**src/rtl/bsg_mesh_traffic_node.sv**
```systemverilog
// bsg_mesh_traffic_node
//   Per-tile traffic generator and checker for the P port of a mesh router.
//   The generator sends packets_p rounds of 2**(x+y) packets using one of
//   three destination patterns (all-to-all, transpose, LFSR-random). Each
//   packet carries a per-destination sequence number. The checker accepts
//   every incoming packet, flags misroutes and per-source sequence breaks,
//   and keeps saturating counters plus a sticky first-error code.
//
// Ports
//   clk_i, reset_n_i        clock, asynchronous active-low reset
//   my_x_i, my_y_i          coordinates of this tile
//   mode_i, start_i         pattern select (sampled on start), start pulse
//   data_o, v_o, ready_i    outgoing packet, valid/ready handshake
//   data_i, v_i, yumi_o     incoming packet, valid, consume (= v_i)
//   sent_count_o            packets sent (saturating)
//   recv_count_o            packets accepted (saturating)
//   gen_done_o              all packets sent
//   error_o, error_code_o   sticky error, first error (1 misroute, 2 sequence)
//
// Packet layout, LSB first: dest_x, dest_y, src_x, src_y, seq.

module bsg_mesh_traffic_node #(
   parameter int x_cord_width_p = 2,
   parameter int y_cord_width_p = 2,
   parameter int seq_width_p    = 8,
   parameter int packets_p      = 4,
   parameter int lfsr_seed_p    = 'h5A,
   localparam int id_w_lp       = x_cord_width_p + y_cord_width_p,
   localparam int width_lp      = 2*id_w_lp + seq_width_p
) (
   input  logic                      clk_i,
   input  logic                      reset_n_i,
   input  logic [x_cord_width_p-1:0] my_x_i,
   input  logic [y_cord_width_p-1:0] my_y_i,
   input  logic [1:0]                mode_i,
   input  logic                      start_i,
   output logic [width_lp-1:0]       data_o,
   output logic                      v_o,
   input  logic                      ready_i,
   input  logic [width_lp-1:0]       data_i,
   input  logic                      v_i,
   output logic                      yumi_o,
   output logic [31:0]               sent_count_o,
   output logic [31:0]               recv_count_o,
   output logic                      gen_done_o,
   output logic                      error_o,
   output logic [1:0]                error_code_o
);

   localparam int nodes_lp   = 1 << id_w_lp;
   localparam int round_w_lp = (packets_p > 1) ? $clog2(packets_p) : 1;
   localparam bit transpose_ok_lp = (x_cord_width_p == y_cord_width_p);
   localparam logic [15:0] seed_lp = 16'(lfsr_seed_p);

   typedef enum logic [1:0] {IDLE, SEND, DONE} state_e;

   function automatic logic [31:0] sat_inc(input logic [31:0] v);
      return (v == 32'hFFFF_FFFF) ? v : v + 32'd1;
   endfunction

   // x^16 + x^14 + x^13 + x^11 + 1, maximal length
   function automatic logic [15:0] lfsr_next(input logic [15:0] v);
      return {v[14:0], v[15] ^ v[13] ^ v[12] ^ v[10]};
   endfunction

   state_e                 state_q, state_d;
   logic [1:0]             mode_q, mode_d;
   logic [id_w_lp-1:0]     index_q, index_d;
   logic [round_w_lp-1:0]  round_q, round_d;
   logic [15:0]            lfsr_q, lfsr_d;
   logic [31:0]            sent_q, sent_d, recv_q, recv_d;
   logic                   err_q, err_d;
   logic [1:0]             code_q, code_d;
   logic [seq_width_p-1:0] dest_seq_q [nodes_lp];
   logic [seq_width_p-1:0] dest_seq_d [nodes_lp];
   logic [seq_width_p-1:0] exp_seq_q  [nodes_lp];
   logic [seq_width_p-1:0] exp_seq_d  [nodes_lp];

   logic [id_w_lp-1:0]     my_id, dest, seed_id;
   logic [id_w_lp-1:0]     in_dest, in_src;
   logic [seq_width_p-1:0] in_seq;
   logic [15:0]            seeded;
   logic                   last_xfer;

   assign my_id   = {my_y_i, my_x_i};
   // transposed id: dest_x = my_y, dest_y = my_x (only meaningful for square ids)
   assign seed_id = {my_x_i, my_y_i};

   // The seed is applied at start so the reset value stays a constant; the
   // LFSR is only observed in SEND so this is indistinguishable externally.
   // An all-zero seed would lock the LFSR, so it is bumped to 1.
   assign seeded = ((seed_lp ^ 16'(my_id)) == 16'd0) ? 16'd1 : (seed_lp ^ 16'(my_id));

   always_comb begin
      dest = my_id ^ index_q;
      if (mode_q == 2'd1 && transpose_ok_lp) dest = seed_id;
      else if (mode_q == 2'd2)               dest = lfsr_q[id_w_lp-1:0];
   end

   assign data_o    = {dest_seq_q[dest], my_id, dest};
   assign last_xfer = (index_q == id_w_lp'(nodes_lp-1)) &&
                      (round_q == round_w_lp'(packets_p-1));

   assign in_dest = data_i[id_w_lp-1:0];
   assign in_src  = data_i[2*id_w_lp-1:id_w_lp];
   assign in_seq  = data_i[width_lp-1:2*id_w_lp];

   assign yumi_o       = v_i;
   assign sent_count_o = sent_q;
   assign recv_count_o = recv_q;
   assign error_o      = err_q;
   assign error_code_o = code_q;

   always_comb begin
      state_d    = state_q;
      mode_d     = mode_q;
      index_d    = index_q;
      round_d    = round_q;
      lfsr_d     = lfsr_q;
      sent_d     = sent_q;
      recv_d     = recv_q;
      err_d      = err_q;
      code_d     = code_q;
      dest_seq_d = dest_seq_q;
      exp_seq_d  = exp_seq_q;
      v_o        = 1'b0;
      gen_done_o = 1'b0;

      case (state_q)
         IDLE: begin
            if (start_i) begin
               state_d = SEND;
               mode_d  = mode_i;
               index_d = '0;
               round_d = '0;
               lfsr_d  = seeded;
            end
         end
         SEND: begin
            v_o = 1'b1;
            if (ready_i) begin
               sent_d           = sat_inc(sent_q);
               dest_seq_d[dest] = dest_seq_q[dest] + 1'b1;
               index_d          = index_q + 1'b1;
               if (index_q == id_w_lp'(nodes_lp-1)) round_d = round_q + 1'b1;
               lfsr_d           = lfsr_next(lfsr_q);
               if (last_xfer) state_d = DONE;
            end
         end
         DONE:    gen_done_o = 1'b1;
         default: state_d = IDLE;
      endcase

      // Checker: misroute has priority; a sequence break resyncs to seq+1.
      if (v_i) begin
         recv_d = sat_inc(recv_q);
         if (in_dest != my_id) begin
            if (!err_q) begin
               err_d  = 1'b1;
               code_d = 2'd1;
            end
         end else if (in_seq != exp_seq_q[in_src]) begin
            if (!err_q) begin
               err_d  = 1'b1;
               code_d = 2'd2;
            end
            exp_seq_d[in_src] = in_seq + 1'b1;
         end else begin
            exp_seq_d[in_src] = exp_seq_q[in_src] + 1'b1;
         end
      end
   end

   always_ff @(posedge clk_i or negedge reset_n_i) begin
      if (!reset_n_i) begin
         state_q    <= IDLE;
         mode_q     <= 2'd0;
         index_q    <= '0;
         round_q    <= '0;
         lfsr_q     <= seed_lp;
         sent_q     <= 32'd0;
         recv_q     <= 32'd0;
         err_q      <= 1'b0;
         code_q     <= 2'd0;
         dest_seq_q <= '{default: '0};
         exp_seq_q  <= '{default: '0};
      end else begin
         state_q    <= state_d;
         mode_q     <= mode_d;
         index_q    <= index_d;
         round_q    <= round_d;
         lfsr_q     <= lfsr_d;
         sent_q     <= sent_d;
         recv_q     <= recv_d;
         err_q      <= err_d;
         code_q     <= code_d;
         dest_seq_q <= dest_seq_d;
         exp_seq_q  <= exp_seq_d;
      end
   end

endmodule

```
**config.mk**
```make
export PLATFORM = sky130hd
export DESIGN_NAME = bsg_mesh_traffic_node
export DESIGN_NICKNAME = d
export VERILOG_FILES = /design/src/rtl/bsg_mesh_traffic_node.sv
export SDC_FILE = /design/constraint.sdc
export NUM_CORES = 1
export LEC_CHECK = 0
export ABC_AREA = 1
export BUFFER_PORTS_ARGS = -buffer_cell sky130_fd_sc_hd__buf_4
export CAP_MARGIN = 30
export CORE_ASPECT_RATIO = 1.5
export CORE_MARGIN = 4
export CORE_UTILIZATION = 40
export CTS_CLUSTER_SIZE = 30
export DETAILED_ROUTE_END_ITERATION = 8
export SLEW_MARGIN = 40
export SYNTH_ARGS = -nofsm -noshare
export SYNTH_HDL_FRONTEND = slang
export SYNTH_SLANG_ARGS = --single-unit
export TNS_END_PERCENT = 30
```
**constraint.sdc**
```tcl
create_clock -name clk_i -period 2.6 [get_ports clk_i]
set_clock_uncertainty 0.2 [all_clocks]
set_input_delay 0.26 -clock clk_i [delete_from_list [all_inputs] [get_ports clk_i]]
set_output_delay 0.26 -clock clk_i [all_outputs]
set_load 0.005 [all_outputs]
```
# After elaboration in Yosys (flattened, before gate mapping)

Index checks and enable logic that the tools add are counted.

Register bits after elaboration: 349
Input port bits: 27
Output and inout port bits: 86
Word-level logic and storage cells: 135

Add/sub/neg operators: 7
Magnitude comparators: 4
Eq/ne operators: 16
Muxes and demuxes: 39
Bitwise logic cells: 11
Reduce and logical (&&, ||, !) cells: 17

Operators with widths:

| cell                                                                  | number |
|---|---|
| 128-bit bitwise mux                                                   | 3 |
| 128-bit two-way mux                                                   | 1 |
| 32-bit by 1-bit adder with 32-bit output (second input constant)      | 2 |
| 8-bit binary-select mux with 4-bit select                             | 2 |
| 8-bit demux with 4-bit select                                         | 2 |
| 32-bit == test (second input constant)                                | 2 |
| 8-bit two-way mux                                                     | 6 |
| 16-bit two-way mux                                                    | 2 |
| 16-bit case mux with 2 select lines                                   | 1 |
| 8-bit by 1-bit adder with 8-bit output (second input constant)        | 3 |
| 2-bit two-way mux                                                     | 10 |
| 16-bit zero test                                                      | 1 |
| 4-bit two-way mux                                                     | 4 |
| 2-bit != test (second input constant)                                 | 6 |
| 4-bit AND reduction                                                   | 3 |
| 5-bit greater-or-equal comparator (second input constant)             | 2 |
| 5-bit by 1-bit < comparator with 1-bit output (second input constant) | 2 |
| 4-bit inverter with 5-bit output                                      | 2 |
| 2-bit AND reduction                                                   | 5 |
| 8-bit != test                                                         | 1 |
| 4-bit case mux with 2 select lines                                    | 1 |
| 7-bit two-way mux                                                     | 1 |
| 2-bit == test (second input constant)                                 | 3 |
| 2-bit case mux with 3 select lines                                    | 1 |
| other kinds (15)                                                      | 28 |

# Longest topological paths before layout

Gate-level depths: netlist (run 1).

Depth in word-level cells: 9
Mapped depth: 21

# Worst setup path after synthesis (run 1)

OpenSTA, ideal clock, no wires.

Path type: register to register
From: reg mode_q[1]
To: reg dest_seq_q[76] in the netlist's numbering
Data arrival time: 2.486 ns
Data required time: 2.265 ns
Path slack: -0.221 ns
Cell stages (with the launch flop): 19
Path buffers: 3
Period minus slack after synthesis: 2.821 ns
Cell sequence: dfrtp_1 -> inv_1 -> nor2_1 -> nor2_4 -> nand2_4 -> buf_4 -> buf_4 -> nand3_1 -> nand2_1 -> nand2_1 -> nand2_1 -> nand2_1 -> nand2_1 -> nor2_1 -> ha_1 -> nand4_1 -> buf_2 -> nand3_1 -> o21ai_0

Word-level cells in the longest chain between the ends: 9
Elaborated cells between the ends (all ways): 15
Classes of those cells: add/sub: 1; order compare: 2; eq/ne: 2; mux: 8; bitwise: 1; reduce/logical: 1

Ends and longest elaborated chain:

| what                                        | line | RTL |
|---|---|---|
| from (decl)                                 | 67   | `logic [1:0] mode_q, mode_d;` |
| from (signal assigned)                      | 189  | `mode_q <= mode_d;` |
| 2-bit == test                               | 97   | `else if (mode_q == 2'd2) dest = lfsr_q[id_w_lp-1:0];` |
| 4-bit two-way mux                           | 97   |  |
| 4-bit two-way mux *                         | 96   | `if (mode_q == 2'd1 && transpose_ok_lp) dest = seed_id;` |
| 4-bit inverter with 5-bit output *          | -    |  |
| 8-bit binary-select mux with 4-bit select * | -    |  |
| 8-bit two-way mux * (2 in a row)            | -    |  |
| via data_o[9]                               | 37   | `output logic [width_lp-1:0] data_o,` |
| 8-bit by 1-bit adder with 8-bit output *    | 143  | `dest_seq_d[dest] = dest_seq_q[dest] + 1'b1;` |
| 128-bit bitwise mux *                       | 143  |  |
| to (signal assigned)                        | 197  | `dest_seq_q <= dest_seq_d;` |
| to (decl)                                   | 74   | `logic [seq_width_p-1:0] dest_seq_q [nodes_lp];` |

The timed path passes the listed nets; every way through them passes the cells marked *. The select of a mux whose other input is x is not followed.
A chain may end at the register's enable or synchronous reset.

# Worst setup path in the final report (run 1)

From: reg lfsr_q[0]
To: reg dest_seq_q[11] in the netlist's numbering

Word-level cells in the longest chain between the ends: 8
Elaborated cells between the ends (all ways): 13
Classes of those cells: add/sub: 1; order compare: 2; mux: 8; bitwise: 1; reduce/logical: 1

Ends and longest elaborated chain:

| what                                                                                           | line | RTL |
|---|---|---|
| from (decl)                                                                                    | 70   | `logic [15:0] lfsr_q, lfsr_d;` |
| from (signal assigned)                                                                         | 180  | `lfsr_q <= seed_lp;` |
| from (signal assigned)                                                                         | 192  | `lfsr_q <= lfsr_d;` |
| 4-bit two-way mux *                                                                            | 97   |  |
| 4-bit two-way mux *                                                                            | 96   |  |
| 4-bit inverter with 5-bit output (not written as such) *                                       | 143  |  |
| 8-bit binary-select mux with 4-bit select, or another cell as far along                        | 143  |  |
| 8-bit two-way mux (not written as such) / 1-bit logical AND (equally long branches)            | 143  |  |
| 8-bit two-way mux (not written as such)                                                        | 143  |  |
| 8-bit by 1-bit adder with 8-bit output / 8-bit demux with 4-bit select (equally long branches) | 143  |  |
| 128-bit bitwise mux *                                                                          | 143  |  |

Mark *: on every way between the ends. The rest lies on a longest branch, timed or not. The select of a mux whose other input is x is not followed.

==> results.md, run 1 <==
- Outcome: finished with violations
- Failing checks: setup timing
- Initial DRC Count: 1,132
- First-pass GRT wire length: 102 mm
- Crit start category: flip-flop
- Post-Place Cell Area: 22,400 µm²
- Reg2reg path depth: 21
- Min Hold Slack: 0.0357 ns
- Post-Route WL: ~65 mm
- Place WS: -0.487 ns
- Worst-Margin Slew: 0.657 ns
- Syn nets: around 2.7k
- CP arrival: 3.24 ns
- Rows: 98
- Final core occ: between 50% and 60%
- Power Dens Cells: 547 nW/µm²
- Core area: 47,600 µm²
- RSZ-0062 raised after global routing: yes
- P&R area growth vs syn: 28.6%
- Chip width: roughly 190 µm
- Inst Count DP: 3,507
- Hold Path Class: input port to async pin
- Final non-filler cell total: 3,625
- Top cell type's share of synthesized area: around 45%
- Share of cells above drive strength 1: about a fifth
- Synth Register Bits: 349
- Synth warn: 0
- # setup viols final: 117
- Vias in the first global route: 19.4k
- CP Buf/Inv Count: 7
- Root buffer cell: clkbuf_16
- Post-Syn Area: 19,200 µm²
- HPWL Detailed: 45.8 mm
- CTS max path bufs: 3
- Initial cell density of the core: between 40 and 50%
- DRC violations left: 0
- DIE AREA: 51,700 µm²
- Fin nets: 3,031
- Synth area leaders: dfrtp_1 (45%), nand2_1 (21%), nor2_1 (5.1%)
- Crit Path Category: flip-flop to flip-flop
- Grt ovf: 0
- Max Transition Viols Final: 0
- R2R setup slack: -0.45 ns
- Die height: roughly 280 µm
- Initial antenna violation count: 0
- FMAX: 328 MHz
- Sequential area share after synthesis: 45.5%
- # IOs: between 100 and 150
- Worst-path clk slew: around 0.06 ns
- Critical path's most frequent cell: nand2_1
- Max-cap violations: 0
- Antenna Nets Post-Route: 0
- CTS sink count: 349
- Worst path top cell family by delay: simple AND/OR/NAND/NOR gates
- Cell variety after synth: 38
- Final period utilization: 117%
- Drt pass-1 iters: 5
- Minimum clock period: between 3 and 4 ns
- CP max FO: 16
- TritonCTS clock tree: yes
- Skew-Pair Late Insertion Delay: 0.55 ns
- Via Count: about 19k
- Setup TNS: -35.37 ns
- CP required: 2.80 ns
- RR Endpoint: dest_seq_q[11]
- Total Power: 13.5 mW
- Cts bufs inserted: 38
- Synth Area per Inst: about 7.2 µm²
- Hold Violations, Final: 0
- H-Tree Depth: 2
- Post-route cell area: 24,700 µm²
- Placer Congestion: 0.959
- Max stage delay on crit path: ~0.38 ns
- DR WL/cell: 17.9 µm
- Cells after synthesis: 2,675
- Crit-path cells: inv_1, nand3_1, nand2_2, inv_6, buf_12, buf_12, clkbuf_16, nand3b_1, nand2_1, nand2_1, nand2_1, nand2_1, nand2_2, nor2_4, buf_4, nand2_1, nor2_4, nand2_1, nand2_2, buf_12, o21ai_0
- Avg Vias per Cell: 5.24
- Reg2reg start: lfsr_q[0]
- CP max-delay cell: dfrtp_1
- Tot GR Track Use: 24.4%
- Worst ir drop on vdd: 0.374 mV
- Max transition margin: 55.9%
- Dominant cell type by area after synthesis: dfrtp_1
- Critical path capture point type: flip-flop
- Fin worst setup slack: -0.448 ns
- Port bufs: 112
- P_leak: roughly 12 nW
- Pin count of the biggest net entering global routing: 84
cell families after synthesis:
kind of cell / synth area share, %
adder cells (fa/ha/maj): 0.456
buffers and inverters: 7.27
AO/OA/AOI/OAI: 7.61
XOR/XNOR: 3.51
flip-flops: 45.5
AND/OR/NAND/NOR: 35.7
layout make-up:
type	count	area [µm²]
well taps	600	751
multi-input cells	1986	9510
diodes	1	2.50
inverters	238	908
flip-flops and latches	349	8740
repair buffers	384	3570
clock buffers	53	1080
clock inverters	14	143
fillers	4611	22900
sequential cells by signal, summed over array words and instances, names as in the netlist, 4 cells and up:
register and flops:
dest_seq_q 128, lfsr_q 16, index_q 4, exp_seq_q 128, sent_count_o 32, recv_count_o 32
cell usage after synthesis (all sizes together):
cell    count
clkinv     11
nor3       38
ha          7
and3        1
nor3b       1
o21bai      1
o22ai       6
o21ai     135
nand4      31
xor2       57
dfstp       4
a22oi      42
xnor2      20
dfrtp     345
nor2      282
nand3     177
nand3b     35
a21oi      49
or2         1
o31ai      16
inv       227
nand2    1065
clkbuf     49
nor4       15
o211ai      4
buf        56
worst max path at each step:
stage                         start              to  slack [ns]  cells past startpoint
after floorplan           mode_q[1]  dest_seq_q[26]       -0.06                     17
after global placement    mode_q[0]  dest_seq_q[10]       -0.40                     13
after detailed placement  mode_q[0]  dest_seq_q[98]       -0.49                     13
after CTS                 mode_q[0]      data_o[13]       -0.42                     16
after global routing      mode_q[1]  dest_seq_q[11]       -0.57                     21
final                     lfsr_q[0]  dest_seq_q[11]       -0.45                     21
layout by cell type, fill, tap and decap left out, drive strengths merged, types with 7 or more instances in the layout:
cell / n
xor2: 57
o21ai: 136
clkbuf: 55
dfrtp: 345
a22oi: 42
o31ai: 16
buf: 368
xnor2: 20
nand4: 31
clkinv: 16
nand2: 1067
nor4: 15
dlygate4sd3: 13
nand3: 177
inv: 228
nor2: 282
a21oi: 49
nor3: 38
ha: 7
nand3b: 35
report_power, final:
| group | internal, mW | total [mW] | switching (mW) |
|---|---|---|---|
| Combinational | 0.973 | 2.34 | 1.37 |
| Sequential | 5.63 | 5.77 | 0.148 |
| Clock | 3.11 | 5.40 | 2.29 |
what timing repair did:
item	in CTS	in global routing
hold buffers	13	0
setup endpoints to repair	133	207
gates resized for setup	69	76
hold endpoints to repair	364	0
setup buffers	25	3
gates cloned	6	4
pin swaps	20	7
metal layers:
metal / share of wire, % / GRT usage (%)
met1: 36 / 26.3
met2: 53 / 45.4
met3: 3.9 / 2.75
met4: 6.9 / 15.0
met5: 0 / 0
Note: power is estimated with default switching activity, not from simulation.
==> run 2: changes to the inputs <==
--- a/config.mk
+++ b/config.mk
@@ -5,7 +5,6 @@
 export SDC_FILE = /design/constraint.sdc
 export NUM_CORES = 1
 export LEC_CHECK = 0
-export ABC_AREA = 1
 export BUFFER_PORTS_ARGS = -buffer_cell sky130_fd_sc_hd__buf_4
 export CAP_MARGIN = 30
 export CORE_ASPECT_RATIO = 1.5
==> results.md, run 2 <==
- Sequential area share after synthesis: 52.8% (+7.3 points)
- Cell variety after synth: 74 (+95%)
- Syn nets: 1,641 (-39%)
- Max stage delay on crit path: 0.56 ns (+0.18 ns)
- H-Tree Depth: 2 (unchanged)
- Fin nets: 1,994 (-34%)
- Setup TNS: -105.37 ns (-69.99 ns)
- Crit start category: flip-flop
- EDFF count, synth: 0 (unchanged)
- Commonest non-fill, non-tap cells in the layout: nand2_1 (360), dfrtp_1 (343), buf_4 (332), o21ai_0 (145), o21ai_1 (93)
- DRC violations left: 0 (unchanged)
- Synth warn: 0 (unchanged)
- Hold Path Class: input port to async pin
- Grt ovf: 0 (unchanged)
- Comb pwr share: 52.0% (+35 points)
- RSZ-0062 raised after global routing: yes
- Minimum clock period: 3.47 ns (+0.419 ns)
- CP arrival: 3.01 ns (-0.23 ns)
- Share of cells above drive strength 1: 32.4% (+13 points)
- Port bufs: 112 (unchanged)
- Synth Register Bits: 349 (unchanged)
- Clk network pwr share: 20.4% (-20 points)
- Top flop regs: dest_seq_q: 128 flops, exp_seq_q: 128 flops
- Switching share of power: 38.0% (+9.8 points)
- Sw Pwr: 10.3 mW (+170%)
- Synth Area per Inst: 10.3 µm² (+43%)
- P_leak: 10.3 nW (-18%)
- Drt pass-1 iters: 6 (+1)
- Synth Flop Type: dfrtp_1
- Crit-path cells: nand2b_4, buf_6, nand3_4, nand2_8, inv_4, buf_12, mux2i_1, o22ai_2, or4_4, buf_6, buf_4
- Max transition margin: 57.5% (+1.7 points)
- CTS max path bufs: 3 (unchanged)
- Skew-Pair Late Insertion Delay: 0.53 ns (-0.02 ns)
- Post-Place Cell Area: 20,000 µm² (-10%)
- Place WS: -1.03 ns (-0.547 ns)
- Initial antenna violation count: 0 (unchanged)
- Fin worst setup slack: -0.867 ns (-0.419 ns)
- Antenna Nets Post-Route: 0 (unchanged)
- Worst ir drop on vdd: 1.05 mV (+180%)
- P&R area growth vs syn: 35.1%
- Cells after synthesis: 1,607 (-40%)
- Chip width: 174 µm (-6.9%)
- Initial cell density of the core: 40.4% (about the same)
- Top cell type's share of synthesized area: 52.2% (+7.2 points)
- TritonCTS clock tree: yes
- Post-route cell area: 22,400 µm² (-9.5%)
- Max-cap violations: 0 (unchanged)
- Core area: 41,000 µm² (-14%)
- Worst-Margin Slew: 0.631 ns (-0.0259 ns)
- Commonest cells post-synth: nand2_1 (366), dfrtp_1 (345), o21ai_0 (226), nand3_1 (73)
- DIE AREA: 44,800 µm² (-13%)
- Critical path capture point type: primary output
- Initial DRC Count: 926 (-18%)
- Synth area leaders: dfrtp_1 (52%), nand2_1 (8.3%), o21ai_0 (6.8%)
- Max Transition Viols Final: 0 (unchanged)
- Failing checks: setup timing
- Pin count of the biggest net entering global routing: 77 (-8.3%)
- DR WL/cell: 19.7 µm (+10%)
- Power Dens Cells: 1210 nW/µm² (+120%)
- Share of power burned in registers: 27.6% (-15 points)
- Worst-path clk slew: 0.06 ns (about the same)
- FMAX: 288 MHz (-12%)
- # setup viols final: 212 (+81%)
- Hold Violations, Final: 0 (unchanged)
- Cts bufs inserted: 37 (-2.6%)
- Post-Route WL: 49.3 mm (-24%)
- Tot GR Track Use: 21.6% (-2.8 points)
- CP max-delay cell: or4_4
- CP max FO: 9 (-7)
- Dominant cell type by area after synthesis: dfrtp_1
- Ant. Diodes: 0 (-1)
- Crit Path Category: flip-flop to primary output
- Via Count: 13.6k (-28%)
- # IOs: 113 (unchanged)
- Most frequent cell after synthesis: nand2_1
- Async set-reset flop share out of synthesis: 100% (unchanged)
- Most common cell after layout, fill and taps aside: nand2_1
- Avg Vias per Cell: 5.45 (+4.0%)
- First-pass GRT wire length: 77.8 mm (-24%)
- Root buffer cell: clkbuf_16
- Outcome: finished with violations
- Vias in the first global route: 14.2k (-27%)
- Die height: 257 µm (-7.0%)
- Final period utilization: 133% (+16 points)
- Critical path's most frequent cell: buf_6
- Total Power: 27.0 mW (+100%)
- Worst path top cell family by delay: simple AND/OR/NAND/NOR gates
- Rows: 91 (-7.1%)
- Placer Congestion: 0.912 (-4.9%)
- CTS sink count: 349 (unchanged)
- HPWL Detailed: 35.2 mm (-23%)
- Pint: 16.8 mW (+73%)
- CP required: 2.14 ns (-0.66 ns)
- CP Buf/Inv Count: 5 (-2)
- Post-Syn Area: 16,500 µm² (-14%)
run 2: changes by cell type in the layout (fill, tap and decap cells not counted), sizes merged, moves of 34 or more:
cell	previous run	this run
nor2	282	40
nand3	177	74
nand3b	35	1
buf	368	406
xnor2	20	68
inv	228	11
a21oi	49	15
a22oi	42	4
mux4	0	40
o21ai	136	239
nand2	1067	371
run 2: per-stage QoR:
stage | hold WS, ns | utilization [%] | cells
floorplan | -0.236 | - | 1607
global placement | -0.0233 | 48.9 | 2379
detailed placement | -0.0244 | 48.9 | 2379
CTS | 0.00351 | 53.6 | 2482
global route | 0.0261 | 54.5 | 2496
finish | 0.00634 | 54.5 | 2496
run 2: final timing paths:
kind | from | endpoint | slack [ns] | depth (start not counted)
worst max-delay path | mode_q[1] | data_o[12] | -0.87 | 11
worst min-delay path | reset_n_i | dest_seq_q[24] | 0.006 | 2
worst max register to register | mode_q[1] | dest_seq_q[95] | -0.86 | 12
worst min register to register | dest_seq_q[97] | dest_seq_q[97] | 0.27 | 2
max in group asynchronous | reset_n_i | recv_count_o[6] | 1.33 | 4
min in group clk_i | my_x_i[1] | lfsr_q[1] | 0.04 | 5
run 2: what timing repair did:
action,4_1_cts,5_1_grt
hold endpoints to repair,314,0
setup buffers,27,12
cloned,1,3
pin swaps,22,30
hold buffers,11,0
endpoints found under the setup margin,213,230
gates resized for setup,103,60
run 2: cell families (layout without fill, tap and decap cells):
group                      Yosys count  in the layout  synth area share (%)
DFF                                349            349                  52.8
adders and majority gates            7              7                 0.529
buffers and inverters              118            495                  3.40
xor gates and xnor gates            97             97                  5.32
AOI/OAI and AO/OA                  352            352                  13.2
and+or+nand+nor                    602            603                  16.6
muxes                               82             82                  8.21
run 2: layer usage:
layer,routed length [µm],track usage (%)
met1,18600,24.6
met2,26100,39.5
met3,1810,2.84
met4,2830,11.1
met5,0,0
run 2: cell type report:
class	instances	area, µm²
multi-input combinational	1141	7740
fill	3553	18600
sequential	349	8740
clock inverter	16	200
timing repair buffer	421	3910
tap	511	639
clock buffer	48	1060
inverter	10	57.6
run 2: power by group through the flow:
stage / clock, mW / sequential (mW) / combinational [mW]
after floorplan: 0 / 7.22 / 5.90
after global placement: 0 / 7.47 / 10.8
after detailed placement: 0 / 7.48 / 11.0
after CTS: 5.66 / 7.42 / 13.0
after global routing: 5.88 / 7.56 / 14.9
final: 5.51 / 7.45 / 14.1
==> run 3: changes to the inputs <==
--- a/config.mk
+++ b/config.mk
@@ -12,6 +12,7 @@
 export CORE_UTILIZATION = 40
 export CTS_CLUSTER_SIZE = 30
 export DETAILED_ROUTE_END_ITERATION = 8
+export PLACE_DENSITY = 0.56
 export SLEW_MARGIN = 40
 export SYNTH_ARGS = -nofsm -noshare
 export SYNTH_HDL_FRONTEND = slang
==> results.md, run 3 (same netlist as run 2, synthesis figures left out) <==
- Vias in the first global route: 13.9k (-1.9%)
- H-Tree Depth: 2 (unchanged)
- First-pass GRT wire length: 76.5 mm (-1.6%)
- Max transition margin: 60.7% (+3.2 points)
- HPWL Detailed: 34.4 mm (-2.1%)
- Worst-path clk slew: 0.06 ns (about the same)
- Placer Congestion: 0.898 (-1.5%)
- R2R setup slack: -0.85 ns (about the same)
- CP max FO: 7 (-2)
- Initial antenna violation count: 0 (unchanged)
- Commonest non-fill, non-tap cells in the layout: nand2_1 (361), dfrtp_1 (343), buf_4 (330), o21ai_0 (143), o21ai_1 (81)
- Power Dens Cells: 1200 nW/µm² (-1.1%)
- Worst ir drop on vdd: 1.26 mV (+20%)
- Share of cells above drive strength 1: 32.1% (-0.39 points)
- Post-Route WL: 47.8 mm (-3.0%)
- RSZ-0062 raised after global routing: yes
- RR Endpoint: dest_seq_q[103]
- # IOs: 113 (unchanged)
- Die height: 257 µm (unchanged)
- Max Transition Viols Final: 0 (unchanged)
- Initial cell density of the core: 40.4% (unchanged)
- Chip width: 174 µm (unchanged)
- Max-cap violations: 0 (unchanged)
- CTS sink count: 349 (unchanged)
- Ant. Diodes: 0 (unchanged)
- DRC violations left: 0 (unchanged)
- Cts bufs inserted: 37 (unchanged)
- P_leak: 10.2 nW (-0.52%)
- # setup viols final: 205 (-3.3%)
- DIE AREA: 44,800 µm² (unchanged)
- Worst Setup SP: mode_q[0]
- Total Power: 26.7 mW (-1.3%)
- Via Count: 13.4k (-1.2%)
- Hold Violations, Final: 0 (unchanged)
- Most common cell after layout, fill and taps aside: nand2_1
- TritonCTS clock tree: yes
- Core area: 41,000 µm² (unchanged)
- Critical path capture point type: primary output
- Top flop regs: dest_seq_q: 128 flops, exp_seq_q: 128 flops
- Drt pass-1 iters: 5 (-1)
- CP arrival: 3.03 ns (+0.02 ns)
- Number of fill cells: 3,648 (+2.7%)
- Pin count of the biggest net entering global routing: 66 (-14%)
- Fin nets: 1,990 (-0.20%)
- CP required: 2.14 ns (about the same)
- Antenna Nets Post-Route: 0 (unchanged)
- Setup TNS: -103.57 ns (+1.79 ns)
- Root buffer cell: clkbuf_16
- Grt ovf: 0 (unchanged)
- Outcome: finished with violations
- Final period utilization: 134% (+0.81 points)
- Failing checks: setup timing
- Final core occ: 54.4% (-0.11 points)
- CP endpoint: data_o[13]
- Skew-Pair Late Insertion Delay: 0.54 ns (about the same)
- Tot GR Track Use: 21.2% (-0.41 points)
- Crit Path Category: flip-flop to primary output
- P&R area growth vs syn: 34.8%
- Initial DRC Count: 845 (-8.7%)
- CTS max path bufs: 3 (unchanged)
- Worst-Margin Slew: 0.589 ns (-0.0418 ns)
- Hold Path Class: input port to async pin
- Avg Vias per Cell: 5.38 (-1.2%)
- Port bufs: 112 (unchanged)
- Minimum clock period: 3.49 ns (+0.0212 ns)
- DR WL/cell: 19.2 µm (-2.9%)
- Crit start category: flip-flop
- Reg2reg start: mode_q[0]
- FMAX: 287 MHz (-0.61%)
- Fin worst setup slack: -0.888 ns (-0.0212 ns)
- Reg2reg path depth: 12 (unchanged)
- Rows: 91 (unchanged)
run 3: cell count changes in the layout (fill, tap and decap cells not counted), moves of 5 or more:
cell      delta
a211oi_2     -5
clkbuf_8     +5
nand3_2      -5
o21ai_1     -12
o21ai_2     +14
or4_1        +6
or4_4        -6
run 3: power breakdown:
part	internal, mW	leakage, nW	switching, mW
combinational	6.67	4.91	6.97
clock	3.43	0.639	2.20
sequential	6.61	4.66	0.797
total	16.7	10.2	9.96
run 3: critical path: stages (launching register included):
cell	delay, ns
dfrtp_2	0.47
buf_12	0.15
xor2_4	0.20
o221ai_4	0.25
buf_4	0.17
buf_4	0.18
nor2_1	0.09
buf_4	0.17
a211oi_4	0.27
buf_4	0.17
o311ai_4	0.12
buf_6	0.16
buf_6	0.10
run 3: worst min-delay path by stage:
stage | end | slack, ns
floorplan | dest_seq_q[0] | -0.24
global placement | dest_seq_q[106] | 0.06
detailed placement | dest_seq_q[106] | 0.06
CTS | lfsr_q[1] | 0.03
global route | exp_seq_q[75] | 0.10
finish | dest_seq_q[106] | 0.06
run 3: repair_timing:
item | in CTS | in global routing
endpoints found under the hold margin | 297 | 0
setup endpoints to repair | 210 | 249
buffers inserted | 24 | 12
resized for setup | 74 | 93
cloned | 2 | 0
pin swaps | 26 | 33
hold buffers | 15 | 0
run 3: cell type report:
class | count | area, µm² | share of cell area, %
multi-input combinational | 1140 | 7740 | 34.7
sequential | 349 | 8740 | 39.2
clock inverter | 10 | 156 | 0.701
timing repair buffer | 418 | 3830 | 17.2
clock buffer | 57 | 1140 | 5.13
inverter | 10 | 55.1 | 0.247
tap | 511 | 639 | 2.87
run 3: stage by stage:
step                      hold slack (ns)  setup slack (ns)  std cells  area [µm²]
after floorplan                    -0.236            -0.650       1607       16700
after CTS                          0.0270            -0.904       2485       21900
final                              0.0583            -0.888       2495       22300
after detailed placement           0.0614             -1.05       2377       20000
after global placement             0.0622            -0.962       2377       20000
after global routing                0.104            -0.968       2495       22300
run 3: per-layer routing:
layer / wire length (µm) / global-route usage (%) / up-vias / share of wire (%)
met5: 0 / 0 / - / 0
met4: 2370 / 9.62 / 0 / 5.0
met3: 1680 / 2.82 / 131 / 3.5
met2: 25900 / 39.3 / 289 / 54
met1: 17900 / 24.1 / 6616 / 37
li1: - / - / 6396 / -
